File: src/rtl/multimode_modulator.sv
// Sample-FIFO driven one-bit modulator: AM (PWM), BPSK or OOK on a square carrier,
// with a symbol clock, gapless back-to-back words and a saturating underrun count.
module multimode_modulator #(
  parameter int SAMPLE_WIDTH           = 8,
  parameter int CLKS_PER_STEP          = 1,
  parameter int PERIODS_PER_SAMPLE     = 1,
  parameter int CLKS_PER_HALF_CARRIER  = 4,
  parameter int CARRIER_CYCLES_PER_BIT = 2,
  parameter int UNDERRUN_WIDTH         = 16
) (
  input  logic                      clk,
  input  logic                      rst,
  input  logic                      enable,
  input  logic [1:0]                mode,
  input  logic [SAMPLE_WIDTH-1:0]   sample,
  input  logic                      empty,
  output logic                      read,
  output logic                      pwm,
  output logic                      symb_clk,
  output logic                      busy,
  output logic [UNDERRUN_WIDTH-1:0] underrun_cnt
);
  localparam int W       = SAMPLE_WIDTH;
  localparam int BIT_LEN = 2 * CLKS_PER_HALF_CARRIER * CARRIER_CYCLES_PER_BIT;
  localparam int DW      = (CLKS_PER_STEP > 1) ? $clog2(CLKS_PER_STEP) : 1;
  localparam int PW      = (PERIODS_PER_SAMPLE > 1) ? $clog2(PERIODS_PER_SAMPLE) : 1;
  localparam int BW      = $clog2(BIT_LEN);
  localparam int IW      = (W > 1) ? $clog2(W) : 1;
  localparam int CW      = (CLKS_PER_HALF_CARRIER > 1) ? $clog2(CLKS_PER_HALF_CARRIER) : 1;
  localparam logic [W-1:0] S_LAST = W'((2 ** W) - 2);
  localparam logic [1:0] M_AM = 2'd0, M_BPSK = 2'd1, M_OFF = 2'd3;

  typedef enum logic {IDLE = 1'b0, RUN = 1'b1} state_t;

  state_t          state;
  logic [W-1:0]    data;
  logic [1:0]      cur_mode;
  logic [DW-1:0]   step_div, step_div_n;
  logic [W-1:0]    s, s_n;
  logic [PW-1:0]   period, period_n;
  logic [BW-1:0]   bit_clk, bit_clk_n;
  logic [IW-1:0]   bit_idx, bit_idx_n;
  logic [W-1:0]    data_n;
  logic            carrier, carrier_n, car_tick, car_start;
  logic [CW-1:0]   car_div, car_div_n;
  logic            latch_ok, am_last, bit_end, word_last, start_pwm, run_pwm;

  // Counters describe the position currently on pwm; the next position's level
  // is computed here so pwm stays a plain register.
  always_comb begin
    latch_ok  = enable && !empty && (mode != M_OFF);
    am_last   = (step_div == DW'(CLKS_PER_STEP - 1)) && (s == S_LAST) &&
                (period == PW'(PERIODS_PER_SAMPLE - 1));
    bit_end   = (bit_clk == BW'(BIT_LEN - 1));
    word_last = (cur_mode == M_AM) ? am_last : (bit_end && (bit_idx == IW'(W - 1)));
    read      = rst && latch_ok && ((state == IDLE) || word_last);
    car_tick  = (car_div == CW'(CLKS_PER_HALF_CARRIER - 1));
    car_div_n = car_tick ? '0 : car_div + 1'b1;
    carrier_n = carrier ^ car_tick;
    car_start = (state == IDLE) ? 1'b0 : carrier_n;
    if (mode == M_AM)        start_pwm = |sample;
    else if (mode == M_BPSK) start_pwm = car_start ^ sample[W-1];
    else                     start_pwm = car_start & sample[W-1];
    step_div_n = step_div;
    s_n        = s;
    period_n   = period;
    bit_clk_n  = bit_clk;
    bit_idx_n  = bit_idx;
    data_n     = data;
    if (cur_mode == M_AM) begin
      if (step_div == DW'(CLKS_PER_STEP - 1)) begin
        step_div_n = '0;
        if (s == S_LAST) begin
          s_n      = '0;
          period_n = period + 1'b1;
        end else begin
          s_n = s + 1'b1;
        end
      end else begin
        step_div_n = step_div + 1'b1;
      end
    end else if (bit_end) begin
      bit_clk_n = '0;
      bit_idx_n = bit_idx + 1'b1;
      data_n    = data << 1;
    end else begin
      bit_clk_n = bit_clk + 1'b1;
    end
    if (cur_mode == M_AM)        run_pwm = (s_n < data);
    else if (cur_mode == M_BPSK) run_pwm = carrier_n ^ data_n[W-1];
    else                         run_pwm = carrier_n & data_n[W-1];
  end

  always_ff @(posedge clk or negedge rst) begin
    if (!rst) begin
      state        <= IDLE;
      data         <= '0;
      cur_mode     <= '0;
      step_div     <= '0;
      s            <= '0;
      period       <= '0;
      bit_clk      <= '0;
      bit_idx      <= '0;
      carrier      <= 1'b0;
      car_div      <= '0;
      pwm          <= 1'b0;
      symb_clk     <= 1'b0;
      busy         <= 1'b0;
      underrun_cnt <= '0;
    end else begin
      if (state == RUN) begin
        carrier <= carrier_n;
        car_div <= car_div_n;
      end
      if ((state == IDLE) || word_last) begin
        if (latch_ok) begin
          if (state == IDLE) begin
            carrier <= 1'b0;
            car_div <= '0;
          end
          state    <= RUN;
          busy     <= 1'b1;
          data     <= sample;
          cur_mode <= mode;
          step_div <= '0;
          s        <= '0;
          period   <= '0;
          bit_clk  <= '0;
          bit_idx  <= '0;
          pwm      <= start_pwm;
          symb_clk <= ~symb_clk;
        end else begin
          state <= IDLE;
          busy  <= 1'b0;
          pwm   <= 1'b0;
          // Only a word ending with the FIFO dry while still enabled is an underrun.
          if ((state == RUN) && enable && (mode != M_OFF) && (underrun_cnt != '1))
            underrun_cnt <= underrun_cnt + 1'b1;
        end
      end else begin
        step_div <= step_div_n;
        s        <= s_n;
        period   <= period_n;
        bit_clk  <= bit_clk_n;
        bit_idx  <= bit_idx_n;
        data     <= data_n;
        pwm      <= run_pwm;
        if ((cur_mode != M_AM) && bit_end) symb_clk <= ~symb_clk;
      end
    end
  end
endmodule

File: config.mk
export PLATFORM = sky130hd
export DESIGN_NAME = multimode_modulator
export DESIGN_NICKNAME = d
export VERILOG_FILES = /design/src/rtl/multimode_modulator.sv
export SDC_FILE = /design/constraint.sdc
export NUM_CORES = 1
export LEC_CHECK = 0
export ABC_AREA = 1
export CAP_MARGIN = 20
export CORE_ASPECT_RATIO = 1.5
export CORE_UTILIZATION = 45
export DETAILED_ROUTE_END_ITERATION = 8
export GPL_ROUTABILITY_DRIVEN = 0
export GPL_TIMING_DRIVEN = 0
export HOLD_SLACK_MARGIN = 0.15
export PLACE_DENSITY_LB_ADDON = 0.1
export SYNTH_ARGS = -nofsm -noshare
export SYNTH_HDL_FRONTEND = slang
export SYNTH_SLANG_ARGS = --single-unit
File: constraint.sdc
create_clock -name clk -period 4.8 [get_ports clk]
set_input_delay 0.96 -clock clk [delete_from_list [all_inputs] [get_ports clk]]
set_output_delay 0.96 -clock clk [all_outputs]
set_load 0.005 [all_outputs]
==> flow_summary.yaml, run 1 <==
outcome:
  status: "completed"
layout:
  area_growth_pct: 17.7
  diodes: 0
  fin_nets: 444
  drive_above_1_share: 0.0894
  nFillCells: 636
  final_cells: 488
clocking:
  clk_latency_ns: 0.30
  post_cts_buffers: 0
  cts-root-buf: "clkbuf_8"
  clk_pin_slew_worst_paths_ns: 0.09
  cts_tree: "done"
  cts_resized: 0
  cts_buffer_depth: 2
  cts-buffers-inserted: 5
  cts.htree.levels: 2
  clock-sinks: 48
  holdBufCountCts: 0
sta:
  timing_hold_violations_final: 0
  fmax_mhz: 276
  worst_slack_ns: 1.18
  post-route-min-period_ns: 3.62
  slew_violations: 0
  setup-tns-final_ns: 0
  max_slew.worst_pin.slew_ns: 0.584
  setup_violations: 0
  fin_skew_ns: 0.00804
  rsz0062_at_grt: "false"
  max-slew-margin-rel: 0.611
  fin_crit_sh: 0.755
detailed_routing:
  drc_errors: 0
  wl_per_cell_um: 13.6
  routed_wirelength_mm: 6.63
  dr.first_iter.drc_count: 97
  drtAntennaViolNets: 0
  vias_per_cell: 5.07
  dr_total_vias: 2476
  drt-pass1-iter-count: 4
logic_synthesis:
  netlist.area_leader.share: 0.410
  syn_nets: 403
  synth.area.top_cells: "dfrtp_1 (41%), nand2_1 (14%), ha_1 (6.8%)"
  yosys_warnings: 0
  synthCells: 373
  synth_top_cell_by_area: "dfrtp_1"
  synthMuxAreaShare: 0.00384
  synth_compound_area_frac: 0.0935
  synth_area_sq_um: 2930
  synth-adder-area-share: 0.0683
  synth-seq-area-share: 0.410
  synth-seq-cells: 48
  ys_types: 35
  synth-xor-area-share: 0.0538
  synth_top_family_by_area: "simple AND/OR/NAND/NOR gates"
  yosys.area_share.simple: 0.291
  synth_area_per_cell_sq_um: 7.85
hold_path:
  holdPathEnd: "symb_clk"
  hp-class: "flop to flop"
  hold_start: "symb_clk"
  whs_path_depth: 1
place:
  dp_slack_ns: 1.18
  hpwl_mm: 5.11
  dpl.cell_count: 481
  portBuffers: 33
worst_setup_path:
  path_delay_family: "buffers and inverters"
  arrival_ns: 2.66
  crit_path_end_kind: "output port"
  r2r_start: "s[0]"
  crit_path_max_fanout: 6
  cpPeakStageDelay_ns: 0.53
  r2r_end: "pwm"
  crit_chain: "clkdlybuf4s50_1, nand2_1, and2_1, inv_1, nor2_2, nand2_1, nor2_1, clkdlybuf4s50_1"
  reg2reg_depth: 17
  startpoint_type: "input port"
  required_ns: 3.84
  worstSetupPathType: "input port to output port"
  crit_buf_inv: 3
  crit_slowest_cell: "clkdlybuf4s50_1"
  r2r_setup_slack_ns: 2.47
floorplanning:
  io_pins: 34
  initial_core_util: 0.471
  core_sq_um: 6220
  chipHeight_um: 101
  fp-row-count: 35
  die-area_sq_um: 6840
  die-width_um: 67.9
power:
  total_power_mw: 0.670
  vdd_drop_max_mv: 0.109
  p_per_area_nw_per_um2: 194
  p_leak_nw: 1.70
grt:
  gr-total-overflow: 0
  grt_pass1_vias: 2451
  grt_use_total: 0.217
  grt_max_degree: 27
  grt_pass1_wl_mm: 11.0
  antenna_found_initial: 0
job:
  maxCapViolCount: 0
## cell usage after synthesis (all sizes together)
cell type,n
nand2,116
a31oi,1
inv,50
o22ai,5
nor3,10
mux2,1
o211ai,1
o21bai,1
xnor2,8
o21ai,29
and2,2
o31ai,1
ha,16
a31o,1
nor4,2
buf,5
dfrtp,48
nor3b,1
xor2,10
a21oi,9
nand3,30
nor2,25
nand4,1
## power breakdown
part / total [mW] / switching, mW / internal, mW
Combinational: 0.0315 / 0.0182 / 0.0133
Sequential: 0.404 / 0 / 0.404
Clock: 0.234 / 0.135 / 0.0990
## worst max-delay path by stage
stage | startpoint | endpoint | slack, ns | cells past startpoint
2_1_floorplan | mode[0] | read | 2.32 | 6
5_1_grt | mode[0] | read | 1.01 | 8
4_1_cts | mode[0] | read | 1.16 | 8
3_5_place_dp | mode[0] | read | 1.18 | 8
3_3_place_gp | rst | read | -0.14 | 4
6_report | mode[0] | read | 1.18 | 8
## cell usage in the layout, fill, tap and decap left out, types with 10 or more instances in the layout
cell,Yosys,final
o21ai_0,18,18
xor2_1,10,10
o21ai_1,10,10
clkdlybuf4s50_1,0,32
nand2_1,109,109
dfrtp_1,48,48
ha_1,16,16
inv_1,45,45
nor2_1,18,18
nand3_1,30,30
nor3_1,10,10
## metrics by stage
stage	cell area, sq um	utilization	hold slack [ns]
floorplan	2930	-	0.446
global placement	3350	0.539	0.454
detailed placement	3370	0.541	0.462
CTS	3450	0.555	0.477
global route	3450	0.555	0.512
finish	3450	0.555	0.474
## registers in the layout, summed over array words and instances (netlist names)
register	count
underrun_cnt	16
data	8
s	8
bit_clk	4
bit_idx	3
car_div	2
cur_mode	2
carrier	1
period	1
pwm	1
state	1
symb_clk	1
## metal layers
metal	up-vias	global-route usage	routed length, um
li1	1275	-	-
met1	1158	0.244	2720
met2	36	0.407	3670
met3	7	0.0215	165
met4	0	0.0705	78
met5	-	0	0
## worst reg2reg max path: cells and delay by family (launching register included)
kind,cells,cell delay (ns)
AND/OR/NAND/NOR,9,0.89
AO/OA/AOI/OAI,2,0.21
buffers and inverters,4,0.31
flip-flops,1,0.44
adder cells (fa/ha/maj),2,0.42
## cell families after synthesis
logic type / after synthesis
and+or+nand+nor: 187
buffers and inverters: 55
AOI/OAI and AO/OA: 48
DFF: 48
xor gates and xnor gates: 18
adders and majority gates: 16
muxes: 1
## layout make-up
class                   count  area (sq um)  share of cell area
well taps                  74          92.6              0.0269
flip-flops and latches     48          1200               0.348
multi-input cells         270          1500               0.434
clock inverters             2          12.5             0.00363
inverters                  50           193              0.0559
repair buffers             34           345               0.100
clock buffers               5          68.8              0.0200
plain buffers               5          40.0              0.0116
No activity file was read; power rests on OpenSTA's default activity.
==> run 2: changes to the inputs <==
==> constraint.sdc (replaced) <==
create_clock -name clk -period 3 [get_ports clk]
set_input_delay 0.6 -clock clk [delete_from_list [all_inputs] [get_ports clk]]
set_output_delay 0.6 -clock clk [all_outputs]
set_load 0.005 [all_outputs]
==> run 2 against run 1 <==
Net effect: clock power increased by 62%; die area unchanged; clock skew is 0.00066 ns higher; global-route usage did not move; final cell count grew 0.20%; critical path depth stayed put; utilization rose by 0.32 points; combinational power is 61% higher; wire length is 0.24% lower; critical endpoint unchanged; sequential cell count unchanged; register-to-register slack got worse by 1.7 ns; sequential share of layout area is 0.20 points lower; largest power group unchanged.
==> flow_summary.yaml, run 2 (same netlist as run 1, synthesis figures left out) <==
floorplanning:
  initial_core_util: 0.471
  die-width_um: 67.9
  io_pins: 34
  die-area_sq_um: 6840
  fp-row-count: 35
  chipHeight_um: 101
  core_sq_um: 6220
grt:
  busiest_layer: "met2"
  grt_util_met2: 0.407
  grt_max_degree: 27
  gr-total-overflow: 0
  grt_pass1_vias: 2451
  grt.met3_usage: 0.0215
  use_met1: 0.244
  antenna_found_initial: 0
  grt_pass1_wl_mm: 11.0
  grt_use_total: 0.217
sta:
  max_slew.worst_pin.slew_ns: 0.574
  fin_skew_ns: 0.00870
  slew_violations: 0
  fmax_mhz: 356
  worst_slack_ns: 0.187
  timing_hold_violations_final: 0
  max-slew-margin-rel: 0.618
  fin_crit_sh: 0.938
  rsz0062_at_grt: "false"
  setup_violations: 0
  post-route-min-period_ns: 2.81
  whs_ns: 0.283
power:
  switching_share: 0.232
  power_frac_clock: 0.351
  internal_power_mw: 0.826
  power.switching_mw: 0.249
  vdd_drop_max_mv: 0.174
  power_frac_comb: 0.047
  p_per_area_nw_per_um2: 310
  p_leak_nw: 1.72
  power_frac_seq: 0.601
worst_setup_path:
  required_ns: 2.40
  crit_slowest_cell: "clkdlybuf4s50_1"
  cpPeakStageDelay_ns: 0.47
  r2r_setup_slack_ns: 0.74
  crit_path_max_fanout: 8
  startpoint_type: "flop"
  crit_chain: "ha_1, nand3_1, nor2_4, a21oi_4, nand2_8, inv_2, nor2_1, clkdlybuf4s50_1"
  worstSetupPathType: "flop to output port"
  reg2reg_depth: 16
  arrival_ns: 2.21
  r2r_end: "pwm"
  r2r_start: "s[1]"
  worstSetupEndpoint: "read"
  crit_path_end_kind: "output port"
  cp-startpoint: "bit_clk[0]"
clocking:
  cts-root-buf: "clkbuf_8"
  cts_buffer_depth: 2
  cts.htree.levels: 2
  clk_pin_slew_worst_paths_ns: 0.09
  cts-buffers-inserted: 5
  cts_tree: "done"
  clock-sinks: 48
  clk_latency_ns: 0.30
detailed_routing:
  drc_errors: 0
  dr_total_vias: 2464
  vias_per_cell: 5.04
  wl_per_cell_um: 13.5
  drt-pass1-iter-count: 6
  routed_wirelength_mm: 6.62
  drtAntennaViolNets: 0
  dr.first_iter.drc_count: 91
outcome:
  status: "completed"
layout:
  final_common_cell: "nand2_1"
  drive_above_1_share: 0.0916
  area_growth_pct: 18.4
  diodes: 0
  postLayoutCoreUtil: 0.558
  largest_reg_flops: 16
  nFillCells: 631
  layout_common_cells: "nand2_1 (109), dfrtp_1 (48), inv_1 (45)"
  fin_nets: 445
  final_cells: 489
  top_register: "underrun_cnt"
  multi_input_area_sq_um: 1510
  regArea_sq_um: 1200
  reg_top3: "underrun_cnt: 16 flops, data: 8 flops, s: 8 flops"
job:
  maxCapViolCount: 0
place:
  portBuffers: 33
  dpl.cell_count: 481
  hpwl_mm: 5.11
  dp_slack_ns: 0.0975
hold_path:
  hp-class: "input port to async pin"
run 2: cell count changes in the layout (fill, tap and decap cells not counted), sizes merged:
| cell | previous run | this run |
|---|---|---|
| buf | 7 | 8 |
| clkdlybuf4s50 | 32 | 31 |
| dlymetal6s2s | 0 | 1 |
run 2: worst max-delay path: cells and delay by family, from the launching register on:
family	cells	cell delay (ns)
buffers and inverters	2	0.66
DFF	1	0.43
and+or+nand+nor	4	0.38
AOI/OAI and AO/OA	1	0.20
adders and majority gates	1	0.25
run 2: through the flow:
stage	setup TNS (ns)	total power [mW]	area (sq um)
after floorplan	0	0.671	2930
after detailed placement	0	0.711	3370
after CTS	0	1.09	3450
after global placement	-12.00	0.709	3350
after global routing	0	1.12	3470
final	0	1.07	3470
run 2: layout make-up:
class | instances | area share
Timing Repair Buffer | 35 | 0.102
Inverter | 50 | 0.0556
Tap cell | 74 | 0.0267
Clock buffer | 5 | 0.0198
Clock inverter | 2 | 0.00361
Sequential cell | 48 | 0.346
Buffer | 5 | 0.0115
Multi-Input combinational cell | 270 | 0.434
run 2: how the worst min path moves through the flow:
stage / start / end / slack (ns) / cells past startpoint
2_1_floorplan: rst / bit_clk[0] / 0.30 / 0
3_3_place_gp: symb_clk / symb_clk / 0.45 / 1
3_5_place_dp: symb_clk / symb_clk / 0.46 / 1
4_1_cts: rst / data[7] / 0.30 / 1
5_1_grt: rst / data[7] / 0.32 / 1
6_report: rst / data[7] / 0.28 / 1
run 2: repair_timing:
item,in CTS,in global routing
hold buffers,0,0
setup buffers,0,1
setup endpoints to repair,0,1
resized for setup,0,3
run 2: power by group through the flow:
stage	Sequential, mW	Combinational [mW]	Clock (mW)
5_1_grt	0.646	0.0572	0.413
3_3_place_gp	0.659	0.0496	0
6_report	0.646	0.0508	0.378
2_1_floorplan	0.659	0.0117	0
3_5_place_dp	0.659	0.0519	0
4_1_cts	0.646	0.0519	0.394
run 2: per-layer routing:
| metal | vias to the layer above | wire, um |
|---|---|---|
| met5 | - | 0 |
| met4 | 0 | 100 |
| met3 | 8 | 154 |
| met2 | 32 | 3630 |
| met1 | 1148 | 2730 |
| li1 | 1276 | - |
==> run 3: changes to the inputs <==
--- a/config.mk
+++ b/config.mk
@@ -8,7 +8,7 @@
 export ABC_AREA = 1
 export CAP_MARGIN = 20
 export CORE_ASPECT_RATIO = 1.5
-export CORE_UTILIZATION = 45
+export CORE_UTILIZATION = 25
 export DETAILED_ROUTE_END_ITERATION = 8
 export GPL_ROUTABILITY_DRIVEN = 0
 export GPL_TIMING_DRIVEN = 0
==> run 3 against run 2 <==
Net effect: clock skew decreased by 0.0031 ns; cell area increased by 5.3%; largest power group is now the clock network; sequential cell count unchanged; critical path depth unchanged; die area increased by 78%; via count increased by 1.3%; critical endpoint unchanged; wire length increased by 14%; combinational power increased by 1%; final cell count increased by 16%; sequential share of layout area decreased by 1.7 points; count of clock-buffer cells in the layout increased by 1.
==> flow_summary.yaml, run 3 (same netlist as run 1, synthesis figures left out) <==
worst_setup_path:
  r2r_start: "s[0]"
  cpPeakStageDelay_ns: 0.51
  arrival_ns: 2.23
  startpoint_type: "input port"
  crit_path_max_fanout: 4
  r2r_setup_slack_ns: 0.53
  crit_chain: "clkdlybuf4s50_1, nand2_1, and2_1, inv_1, nor2_4, nand2_1, nor2_1, clkdlybuf4s50_1"
  worstSetupPathType: "input port to output port"
  r2r_end: "pwm"
  cp-startpoint: "mode[1]"
  required_ns: 2.40
  path_delay_family: "buffers and inverters"
  crit_path_end_kind: "output port"
  reg2reg_depth: 15
  crit_buf_inv: 3
  crit_slowest_cell: "clkdlybuf4s50_1"
sta:
  max-slew-margin-rel: 0.689
  fin_crit_sh: 0.944
  timing_hold_violations_final: 0
  slew_violations: 0
  max_slew.worst_pin.slew_ns: 0.467
  fin_skew_ns: 0.00558
  rsz0062_at_grt: "false"
  fmax_mhz: 353
  post-route-min-period_ns: 2.83
  setup_violations: 0
layout:
  drive_above_1_share: 0.0938
  largest_reg_flops: 16
  nFillCells: 1246
  diodes: 0
  final_cells: 566
  top_register: "underrun_cnt"
  final_common_cell: "nand2_1"
  reg_top3: "underrun_cnt: 16 flops, data: 8 flops, s: 8 flops"
  fin_nets: 445
  area_growth_pct: 24.6
  layout_common_cells: "nand2_1 (109), dfrtp_1 (48), inv_1 (45)"
detailed_routing:
  dr.first_iter.drc_count: 95
  wl_met3_um: 196
  drc_errors: 0
  dr_total_vias: 2496
  wl_met1_mm: 3.11
  drt-pass1-iter-count: 4
  vias_per_cell: 4.41
  wl_per_cell_um: 13.3
  routed_wirelength_mm: 7.52
  drtAntennaViolNets: 0
  dr.max_layer_used: "met4"
  route.met2.wl_mm: 4.00
floorplanning:
  chipHeight_um: 135
  initial_core_util: 0.255
  io_pins: 34
  fp-row-count: 48
  die-area_sq_um: 12200
  core_sq_um: 11500
  die-width_um: 90.4
grt:
  antenna_found_initial: 0
  grt_use_total: 0.134
  grt_max_degree: 32
  gr-total-overflow: 0
  grt_pass1_wl_mm: 12.6
  grt_pass1_vias: 2509
power:
  power_frac_comb: 0.038
  power_frac_seq: 0.481
  vdd_drop_max_mv: 0.186
  p_leak_nw: 1.76
  power_frac_clock: 0.481
  switching_share: 0.212
  power.switching_mw: 0.285
  internal_power_mw: 1.06
  p_per_area_nw_per_um2: 369
  total_power_mw: 1.35
clocking:
  cts_tree: "done"
  cts.htree.levels: 2
  cts-root-buf: "clkbuf_16"
  clk_latency_ns: 0.30
  cts_buffer_depth: 2
  cts-buffers-inserted: 5
  clk_pin_slew_worst_paths_ns: 0.07
  clock-sinks: 48
outcome:
  status: "completed"
hold_path:
  hp-class: "input port to async pin"
place:
  portBuffers: 33
  dpl.cell_count: 557
  hpwl_mm: 5.89
job:
  maxCapViolCount: 0
## run 3: cell count changes in the layout (fill, tap and decap cells not counted)
cell,delta
bufinv_16,+1
clkbuf_16,+5
clkbuf_1,+1
nand3_1,-1
clkbuf_8,-5
nand3_2,+1
clkinvlp_4,-1
## run 3: final cells by class
type	count	area (sq um)	share of cell area
well taps	150	188	0.0514
clock buffers	6	129	0.0353
flip-flops and latches	48	1200	0.329
inverters	50	193	0.0528
plain buffers	5	40.0	0.0110
multi-input cells	270	1510	0.414
clock inverters	2	35.0	0.00960
repair buffers	35	355	0.0973
## run 3: through the flow
step / cell area (sq um) / utilization / hold slack, ns / worst slack, ns / TNS [ns]
3_3_place_gp: 3450 / 0.301 / 0.458 / -1.31 / -17.61
2_1_floorplan: 2930 / - / 0.304 / 0.928 / 0
4_1_cts: 3630 / 0.316 / 0.271 / 0.00776 / 0
5_1_grt: 3650 / 0.318 / 0.295 / 0.0130 / 0
6_report: 3650 / 0.318 / 0.248 / 0.169 / 0
3_5_place_dp: 3460 / 0.302 / 0.467 / 0.0264 / 0
## run 3: how the worst max path moves through the flow
| stage | to | cells after the start |
|---|---|---|
| after floorplan | pwm | 17 |
| after global placement | read | 4 |
| after detailed placement | read | 8 |
| after CTS | read | 8 |
| after global routing | read | 11 |
| final | read | 8 |
## run 3: power by group through the flow
stage / registers, mW / logic, mW / clock network [mW]
floorplan: 0.659 / 0.0117 / 0
global placement: 0.659 / 0.0506 / 0
detailed placement: 0.659 / 0.0529 / 0
CTS: 0.646 / 0.0532 / 0.675
global route: 0.646 / 0.0591 / 0.694
finish: 0.647 / 0.0514 / 0.648
## run 3: timing repair
item / CTS / global route
hold endpoints to repair: 0 / 0
hold buffers: 0 / 0
setup buffers: 0 / 1
endpoints found under the setup margin: 0 / 1
resized for setup: 0 / 4
## run 3: routing by layer
metal	vias up	GRT usage
li1	1278	-
met1	1161	0.146
met2	43	0.255
met3	14	0.0208
met4	0	0.0582
met5	-	0
